==> config.mk <==
export PLATFORM = sky130hd
export DESIGN_NAME = uart_periph_flat
export DESIGN_NICKNAME = d
export VERILOG_FILES = /design/src/rtl/uart_periph_if.sv /design/src/rtl/uart_periph.sv /design/src/flat_wrapper.sv
export SDC_FILE = /design/constraint.sdc
export NUM_CORES = 1
export LEC_CHECK = 0
export ABC_CLOCK_PERIOD_IN_PS = 5000
export CORE_MARGIN = 2
export CORE_UTILIZATION = 30
export CTS_CLUSTER_DIAMETER = 120
export DETAILED_ROUTE_END_ITERATION = 10
export SYNTH_ARGS = -nofsm -noshare
export SYNTH_HDL_FRONTEND = slang
export SYNTH_HIERARCHICAL = 1
export SYNTH_SLANG_ARGS = --single-unit
==> constraint.sdc <==
create_clock -name g_clk -period 5 [get_ports g_clk]
set_clock_uncertainty 0.05 [all_clocks]
set_input_delay 1 -clock g_clk [delete_from_list [all_inputs] [get_ports g_clk]]
set_output_delay 1 -clock g_clk [all_outputs]
set_load 0.01 [all_outputs]
==> src/rtl/uart_periph_if.sv <==
// uart_periph_if: peripheral bus request/response signals between a bus master and the UART
interface uart_periph_if;
  logic        req;
  logic        gnt;
  logic        wen;
  logic [3:0]  strb;
  logic [31:0] addr;
  logic [31:0] wdata;
  logic [31:0] rdata;
  logic        error;
  modport master(output req, wen, strb, addr, wdata, input gnt, rdata, error);
  modport slave(input req, wen, strb, addr, wdata, output gnt, rdata, error);
endinterface

==> src/rtl/uart_periph.sv <==
// uart_periph: memory-mapped UART with TX/RX FIFOs and sticky errors; IER/irq built only with UART_PERIPH_IRQ_EN
module uart_fifo #(
  parameter int DEPTH = 8
) (
  input  logic       g_clk,
  input  logic       g_resetn,
  input  logic       push,
  input  logic       pop,
  input  logic [7:0] din,
  output logic [7:0] dout,
  output logic       empty,
  output logic       full
);
  localparam int AW = $clog2(DEPTH);
  logic [7:0] mem [DEPTH];
  logic [AW:0] wp, rp;
  assign empty = wp == rp;
  assign full = (wp ^ rp) == {1'b1, {AW{1'b0}}};
  assign dout = mem[rp[AW-1:0]];
  // read/write pointers with an extra wrap bit to tell full from empty
  always_ff @(posedge g_clk)
    if (!g_resetn) begin
      wp <= '0;
      rp <= '0;
    end else begin
      if (push) wp <= wp + 1'b1;
      if (pop) rp <= rp + 1'b1;
    end
  // byte storage
  always_ff @(posedge g_clk)
    if (push) mem[wp[AW-1:0]] <= din;
endmodule

module uart_periph #(
  parameter int CLK_HZ       = 50_000_000,
  parameter int DEF_BIT_RATE = 256_000,
  parameter int DIV_W        = 16,
  parameter int TX_DEPTH     = 8,
  parameter int RX_DEPTH     = 8
) (
  input  logic         g_clk,
  input  logic         g_resetn,
  output logic         g_clk_req,
  input  logic         uart_rx,
  output logic         uart_tx,
  output logic         irq,
  uart_periph_if.slave memif
);
  typedef enum logic [2:0] {IDLE, START, DATA, PARITY, STOP, WAIT} st_t;
  st_t tx_st, tx_nx, rx_st, rx_nx;
  logic [4:0] ctrl, a;
  logic [DIV_W-1:0] div, per, tx_cnt, tx_per, rx_cnt, rx_per, rx_tgt;
  logic [2:0] flags, set, w1c, tx_bit, rx_bit;
  logic [7:0] tx_sh, rx_sh, tx_dout, rx_dout;
  logic tx_par, tx_pen, tx_stop2, rx_pen, rx_podd, rx_perr;
  logic tx_empty, tx_full, rx_empty, rx_full, tx_push, rx_push, rx_pop;
  logic tx_end, tx_last, tx_go, tx_idle, rx_end, rx_fall, rx_done;
  logic [1:0] rx_s;
  logic rxd, rxd_q, rd, wr, bad, unused;
  logic [31:0] rd_v;
`ifdef UART_PERIPH_IRQ_EN
  logic [2:0] ier;
`endif
  assign a = memif.addr[4:0];
  assign rd = memif.req && !memif.wen;
  assign wr = memif.req && memif.wen && memif.strb[0];
  assign memif.gnt = 1'b1;
  assign unused = ^{memif.addr[31:5], memif.wdata[31:DIV_W], memif.strb[3:1]};
  assign per = div < DIV_W'(4) ? DIV_W'(4) : div;
  assign rxd = rx_s[1];
  assign tx_push = wr && a == 5'h04 && !tx_full;
  assign rx_pop = rd && a == 5'h00 && !rx_empty;
  assign w1c = wr && a == 5'h08 ? memif.wdata[6:4] : 3'd0;
  assign tx_idle = tx_empty && tx_st == IDLE;
  assign g_clk_req = memif.req || tx_st != IDLE || rx_st != IDLE || !tx_empty || !rxd;

  uart_fifo #(.DEPTH(TX_DEPTH)) u_txf (.g_clk(g_clk), .g_resetn(g_resetn), .push(tx_push), .pop(tx_go),
    .din(memif.wdata[7:0]), .dout(tx_dout), .empty(tx_empty), .full(tx_full));
  uart_fifo #(.DEPTH(RX_DEPTH)) u_rxf (.g_clk(g_clk), .g_resetn(g_resetn), .push(rx_push), .pop(rx_pop),
    .din(rx_sh), .dout(rx_dout), .empty(rx_empty), .full(rx_full));

  assign tx_end = tx_cnt == tx_per - 1'b1;
  assign tx_last = tx_st == STOP && tx_end && (tx_bit[0] || !tx_stop2);
  assign tx_go = (tx_st == IDLE || tx_last) && ctrl[1] && !tx_empty;
  // TX next state and serial line level
  always_comb begin
    tx_nx = tx_st;
    case (tx_st)
      IDLE:    tx_nx = tx_go ? START : IDLE;
      START:   tx_nx = tx_end ? DATA : START;
      DATA:    tx_nx = tx_end && tx_bit == 3'd7 ? (tx_pen ? PARITY : STOP) : DATA;
      PARITY:  tx_nx = tx_end ? STOP : PARITY;
      STOP:    tx_nx = tx_go ? START : tx_last ? IDLE : STOP;
      default: tx_nx = IDLE;
    endcase
    uart_tx = tx_st == START ? 1'b0 : tx_st == DATA ? tx_sh[0] : tx_st == PARITY ? tx_par : 1'b1;
  end
  // TX state, bit timer and frame settings latched at frame start
  always_ff @(posedge g_clk)
    if (!g_resetn) begin
      tx_st <= IDLE;
      tx_cnt <= '0;
      tx_per <= DIV_W'(4);
      tx_bit <= '0;
      tx_sh <= '0;
      tx_par <= 1'b0;
      tx_pen <= 1'b0;
      tx_stop2 <= 1'b0;
    end else begin
      tx_st <= tx_nx;
      tx_cnt <= tx_go || tx_end ? '0 : tx_cnt + 1'b1;
      if (tx_go) begin
        tx_per <= per;
        tx_pen <= ctrl[2];
        tx_stop2 <= ctrl[4];
        tx_par <= ^tx_dout ^ ctrl[3];
        tx_sh <= tx_dout;
        tx_bit <= '0;
      end else if (tx_end && (tx_st == DATA || tx_st == STOP)) begin
        tx_bit <= tx_bit + 1'b1;
        if (tx_st == DATA) tx_sh <= tx_sh >> 1;
      end
    end

  assign rx_fall = rx_st == IDLE && rxd_q && !rxd && ctrl[0];
  assign rx_tgt = rx_st == START ? (rx_per >> 1) - 1'b1 : rx_per - 1'b1;
  assign rx_end = rx_cnt == rx_tgt;
  assign rx_done = rx_st == STOP && rx_end;
  assign set = {rx_done && !rxd && rx_sh == 8'd0,
                rx_done && (!rxd && rx_sh != 8'd0 || rxd && rx_perr),
                rx_done && rxd && !rx_perr && rx_full && !rx_pop};
  assign rx_push = rx_done && rxd && !rx_perr && (!rx_full || rx_pop);
  // RX next state
  always_comb begin
    rx_nx = rx_st;
    case (rx_st)
      IDLE:    rx_nx = rx_fall ? START : IDLE;
      START:   rx_nx = rx_end ? (rxd ? IDLE : DATA) : START;
      DATA:    rx_nx = rx_end && rx_bit == 3'd7 ? (rx_pen ? PARITY : STOP) : DATA;
      PARITY:  rx_nx = rx_end ? STOP : PARITY;
      STOP:    rx_nx = rx_end ? (rxd ? IDLE : WAIT) : STOP;
      default: rx_nx = rxd ? IDLE : WAIT;
    endcase
  end
  // RX synchroniser, mid-bit sampling and parity check
  always_ff @(posedge g_clk)
    if (!g_resetn) begin
      rx_st <= IDLE;
      rx_s <= 2'b11;
      rxd_q <= 1'b1;
      rx_cnt <= '0;
      rx_per <= DIV_W'(4);
      rx_bit <= '0;
      rx_sh <= '0;
      rx_pen <= 1'b0;
      rx_podd <= 1'b0;
      rx_perr <= 1'b0;
    end else begin
      rx_st <= rx_nx;
      rx_s <= {rx_s[0], uart_rx};
      rxd_q <= rxd;
      rx_cnt <= rx_fall || rx_end ? '0 : rx_cnt + 1'b1;
      if (rx_fall) begin
        rx_per <= per;
        rx_pen <= ctrl[2];
        rx_podd <= ctrl[3];
        rx_perr <= 1'b0;
        rx_bit <= '0;
      end else if (rx_end && rx_st == DATA) begin
        rx_sh <= {rxd, rx_sh[7:1]};
        rx_bit <= rx_bit + 1'b1;
      end else if (rx_end && rx_st == PARITY) rx_perr <= rxd != (^rx_sh ^ rx_podd);
    end

  // register read mux and address decode
  always_comb begin
    rd_v = '0;
    bad = 1'b0;
    case (a)
      5'h00:   rd_v = rx_empty ? 32'd0 : {24'd0, rx_dout};
      5'h04:   rd_v = '0;
      5'h08:   rd_v = {25'd0, flags, tx_full, tx_idle, rx_full, !rx_empty};
      5'h0C:   rd_v = {27'd0, ctrl};
      5'h10:   rd_v = 32'(div);
`ifdef UART_PERIPH_IRQ_EN
      5'h14:   rd_v = {29'd0, ier};
`endif
      default: bad = 1'b1;
    endcase
  end
  // registered bus response, control registers and sticky flags (set beats clear)
  always_ff @(posedge g_clk)
    if (!g_resetn) begin
      memif.rdata <= '0;
      memif.error <= 1'b0;
      ctrl <= 5'h03;
      div <= DIV_W'(CLK_HZ / DEF_BIT_RATE);
      flags <= '0;
    end else begin
      memif.rdata <= rd ? rd_v : '0;
      memif.error <= memif.req && (bad || wr && a == 5'h04 && tx_full);
      if (wr && a == 5'h0C) ctrl <= memif.wdata[4:0];
      if (wr && a == 5'h10) div <= memif.wdata[DIV_W-1:0];
      flags <= flags & ~w1c | set;
    end
`ifdef UART_PERIPH_IRQ_EN
  // interrupt enables and registered interrupt
  always_ff @(posedge g_clk)
    if (!g_resetn) begin
      ier <= '0;
      irq <= 1'b0;
    end else begin
      if (wr && a == 5'h14) ier <= memif.wdata[2:0];
      irq <= |(ier & {|flags, tx_idle, !rx_empty});
    end
`else
  assign irq = 1'b0;
`endif
endmodule

==> src/flat_wrapper.sv <==
// flat-port wrapper written by rule: the top's interface ports become plain ports
module uart_periph_flat 
#(
  parameter int CLK_HZ       = 50_000_000,
  parameter int DEF_BIT_RATE = 256_000,
  parameter int DIV_W        = 16,
  parameter int TX_DEPTH     = 8,
  parameter int RX_DEPTH     = 8
)
  (g_clk, g_resetn, g_clk_req, uart_rx, uart_tx, irq, memif_req, memif_wen, memif_strb, memif_addr, memif_wdata, memif_gnt, memif_rdata, memif_error);
  uart_periph_if memif_i ();
  input  logic g_clk;
  input  logic g_resetn;
  output logic g_clk_req;
  input  logic uart_rx;
  output logic uart_tx;
  output logic irq;
  input wire logic [$bits(memif_i.req)-1:0] memif_req;
  input wire logic [$bits(memif_i.wen)-1:0] memif_wen;
  input wire logic [$bits(memif_i.strb)-1:0] memif_strb;
  input wire logic [$bits(memif_i.addr)-1:0] memif_addr;
  input wire logic [$bits(memif_i.wdata)-1:0] memif_wdata;
  output wire logic [$bits(memif_i.gnt)-1:0] memif_gnt;
  output wire logic [$bits(memif_i.rdata)-1:0] memif_rdata;
  output wire logic [$bits(memif_i.error)-1:0] memif_error;
  assign memif_i.req = memif_req;
  assign memif_i.wen = memif_wen;
  assign memif_i.strb = memif_strb;
  assign memif_i.addr = memif_addr;
  assign memif_i.wdata = memif_wdata;
  assign memif_gnt = memif_i.gnt;
  assign memif_rdata = memif_i.rdata;
  assign memif_error = memif_i.error;
  uart_periph #(.CLK_HZ(CLK_HZ), .DEF_BIT_RATE(DEF_BIT_RATE), .DIV_W(DIV_W), .TX_DEPTH(TX_DEPTH), .RX_DEPTH(RX_DEPTH)) u_core (.g_clk(g_clk), .g_resetn(g_resetn), .g_clk_req(g_clk_req), .uart_rx(uart_rx), .uart_tx(uart_tx), .irq(irq), .memif(memif_i));
endmodule
==> flow_summary.json <==
{
  "status": "finished, final reports clean",
  "die_h_um": 218,
  "grtUsageMet1_pct": 18.5,
  "synth_edf_count": 128,
  "ir_worst_vdd_v": 0.000262,
  "min_period_ps": 4610,
  "dp_hpwl_um": 21500,
  "tns_ps": 0,
  "ff2ff_setup_slack_ps": 390,
  "r2r-end": "u_core/u_rxf/mem[2][5]",
  "holdPathEnd": "u_core/tx_sh[7]",
  "synth_adder_area_share_pct": 1.46,
  "busiest_layer": "met2",
  "ys_ff_latch": 292,
  "cts-root-buf": "clkbuf_16",
  "drtIter0Drc": 814,
  "ctsLongestPathBuffers": 3,
  "grt_pass1_wl_um": 49000,
  "synth_top_family_by_area": "simple AND/OR/NAND/NOR gates",
  "routedWlPerCell_um": 16.1,
  "ff2ff_path_depth": 16,
  "grt_max_degree": 74,
  "core-area_um2": 45300,
  "start_util_pct": 30.4,
  "portBuffers": 45,
  "path_cells": "nor3b_2 > mux2i_1 > ha_1 > or4b_1 > xor2_1 > o32ai_1 > xnor2_1 > nand2_1 > nor4_1 > buf_4 > nand3_1 > nor4bb_2 > buf_4 > nand2_1 > nor3_2 > buf_4",
  "critPathArrivalTime_ps": 4850,
  "grt_usage_pct": 12.8,
  "multi_input_area_um2": 6150,
  "use_met3_pct": 2.45,
  "critical_path_required_ps": 5240,
  "hold_start": "u_core/tx_sh[7]",
  "cts_setup_buffers": 0,
  "layout_common_cells": "dfxtp_1, nand2_1, edfxtp_1, nor2_1, xnor2_1",
  "hold_depth": 2,
  "synth_seq_area_share_pct": 51.8,
  "synthTopCellsByArea": "edfxtp_1, dfxtp_1, mux4_1",
  "start_kind": "flop",
  "cellPowerDensity_nw_per_um2": 373,
  "h-tree-depth": 1,
  "drt_wl_total_um": 30900,
  "end_kind": "flop",
  "syn_avg_cell_area_um2": 11.0,
  "cpMaxStageDelayCell": "or4b_1",
  "setup-violations-final": 0,
  "dr.pass1.iters": 5,
  "die-area_um2": 47600,
  "route.detailed.drc": 0,
  "rows": 78,
  "register_area_um2": 7130,
  "vias_per_cell": 4.96,
  "drive_gt1_share_pct": 9.57,
  "slowest_delay_ps": 550,
  "period_share_pct": 92.3,
  "diodes": 0,
  "p_leak_uw": 0.00560,
  "final_nets": 1381,
  "synth_compound_area_share_pct": 7.27,
  "syn_inst": 1254,
  "hold_path_class": "reg -> reg",
  "final.fill_count": 4499,
  "cpMostUsedCell": "buf_4",
  "synth_top_cell_by_area": "edfxtp_1",
  "grt_use_met2_pct": 19.9,
  "slew_headroom_pct": 35.3,
  "synth_warnings": 6,
  "drv_slew": 0,
  "yosysUniqueCellTypes": 83,
  "hold_viol_final": 0,
  "tritoncts": "done",
  "clk_pin_slew_worst_paths_ps": 60,
  "synth_simple_gate_area_share_pct": 18.4,
  "grt_overflow_total": 0,
  "ys_async_sr_fraction_pct": 0,
  "muxShareOfSynthArea_pct": 10.7,
  "final_common_cell": "dfxtp_1",
  "r2r_start": "u_core/rx_st[1]",
  "netlist_area_um2": 13800,
  "rsz0062_at_grt": "false",
  "gp_congestion": 0.870,
  "yosys.area.top_type_share_pct": 27.9,
  "fmax_mhz": 217,
  "die_w_um": 218,
  "cts_sinks": 292,
  "tightest_slew_ps": 970,
  "ioPinCount": 110,
  "crit_type": "reg -> reg",
  "ant_nets": 0,
  "area_delta_synth_final_pct": 15.6,
  "synthXorXnorAreaFrac_pct": 6.18,
  "synth_ff_type": "dfxtp_1",
  "grt_pass1_vias": 8873,
  "vias": 9504,
  "cap_violations": 0,
  "critPathMaxFanout": 8,
  "clk_latency_ps": 590,
  "hold_ws_ps": 423,
  "cts_buffers": 31,
  "antenna_found_initial": 0
}
## critical path: cells and delay by family (launching register included)
family,cells,cell delay (ps)
adder cells (fa/ha/maj),1,240
flip-flops,1,320
XOR/XNOR,2,390
AO/OA/AOI/OAI,1,340
AND/OR/NAND/NOR,8,2060
buffers and inverters,3,600
multiplexers,1,320
## area by class of cell
type / count / share of cell area, %
clock inverter: 13 / 0.873
clock buffer: 45 / 6.12
multi-input combinational: 868 / 38.7
sequential: 292 / 44.8
inverter: 24 / 0.566
timing repair buffer: 75 / 4.22
tap: 600 / 4.72
## synthesized netlist by cell type (all sizes together) (24+ instances only)
cell / n
and2: 25
nor2: 91
inv: 24
nand2: 146
mux2i: 44
edfxtp: 128
xor2: 37
buf: 41
nand3: 51
mux4: 32
xnor2: 60
clkbuf: 45
nor3: 40
a21oi: 59
dfxtp: 164
## routing by layer
| layer | vias up | share of wire (%) |
|---|---|---|
| li1 | 4614 | - |
| met1 | 4609 | 49 |
| met2 | 240 | 44 |
| met3 | 41 | 5.3 |
| met4 | 0 | 1.9 |
| met5 | - | 0 |
## worst max path at each step
stage	start	endpoint	cells past startpoint
2_1_floorplan	u_core/rx_st[1]	u_core/u_rxf/mem[3][0]	15
3_3_place_gp	u_core/rx_st[1]	u_core/u_rxf/mem[3][7]	16
3_5_place_dp	u_core/rx_st[1]	u_core/u_rxf/mem[3][4]	16
4_1_cts	u_core/rx_st[1]	u_core/u_rxf/mem[3][1]	16
5_1_grt	u_core/rx_st[1]	u_core/u_rxf/mem[2][6]	16
6_report	u_core/rx_st[1]	u_core/u_rxf/mem[2][5]	16
## where the power goes
| group | total (uW) | switching, uW | internal, uW |
|---|---|---|---|
| clock network | 2430 | 967 | 1460 |
| logic | 856 | 461 | 395 |
| registers | 2650 | 104 | 2540 |
## repair_timing
action / in CTS / in global routing
gates resized for setup: 0 / 2
hold buffers: 0 / 0
endpoints found under the setup margin: 0 / 65
## flip-flops by register name, summed over array words and instances (netlist names), 5 cells and up, named ones only
| register | count |
|---|---|
| u_core/tx_per | 16 |
| u_core/u_txf/mem | 64 |
| u_core/tx_sh | 8 |
| u_core/u_rxf/mem | 64 |
| u_core/div | 16 |
| u_core/memif.rdata | 16 |
| u_core/rx_sh | 8 |
| u_core/ctrl | 5 |
| u_core/tx_cnt | 16 |
| u_core/rx_per | 16 |
| u_core/rx_cnt | 16 |
## logic make-up after synthesis
kind of cell	Yosys count
fa+ha+maj	16
other cells	2
flops	292
simple gates	496
compound gates	147
buf+inv	110
mux	94
xor+xnor	97
## stage by stage
step           setup slack, ps  total power [uW]  cells  utilization, %  instance area [um2]
2_1_floorplan              120              3350   1270               -                13800
3_3_place_gp               302              3530   1859            32.6                14800
3_5_place_dp               309              3550   1859            32.6                14800
4_1_cts                    275              5990   1917            35.1                15900
5_1_grt                   7.03              6190   1917            35.1                15900
6_report                   387              5930   1917            35.1                15900
Note: power is estimated with default switching activity, not from simulation.
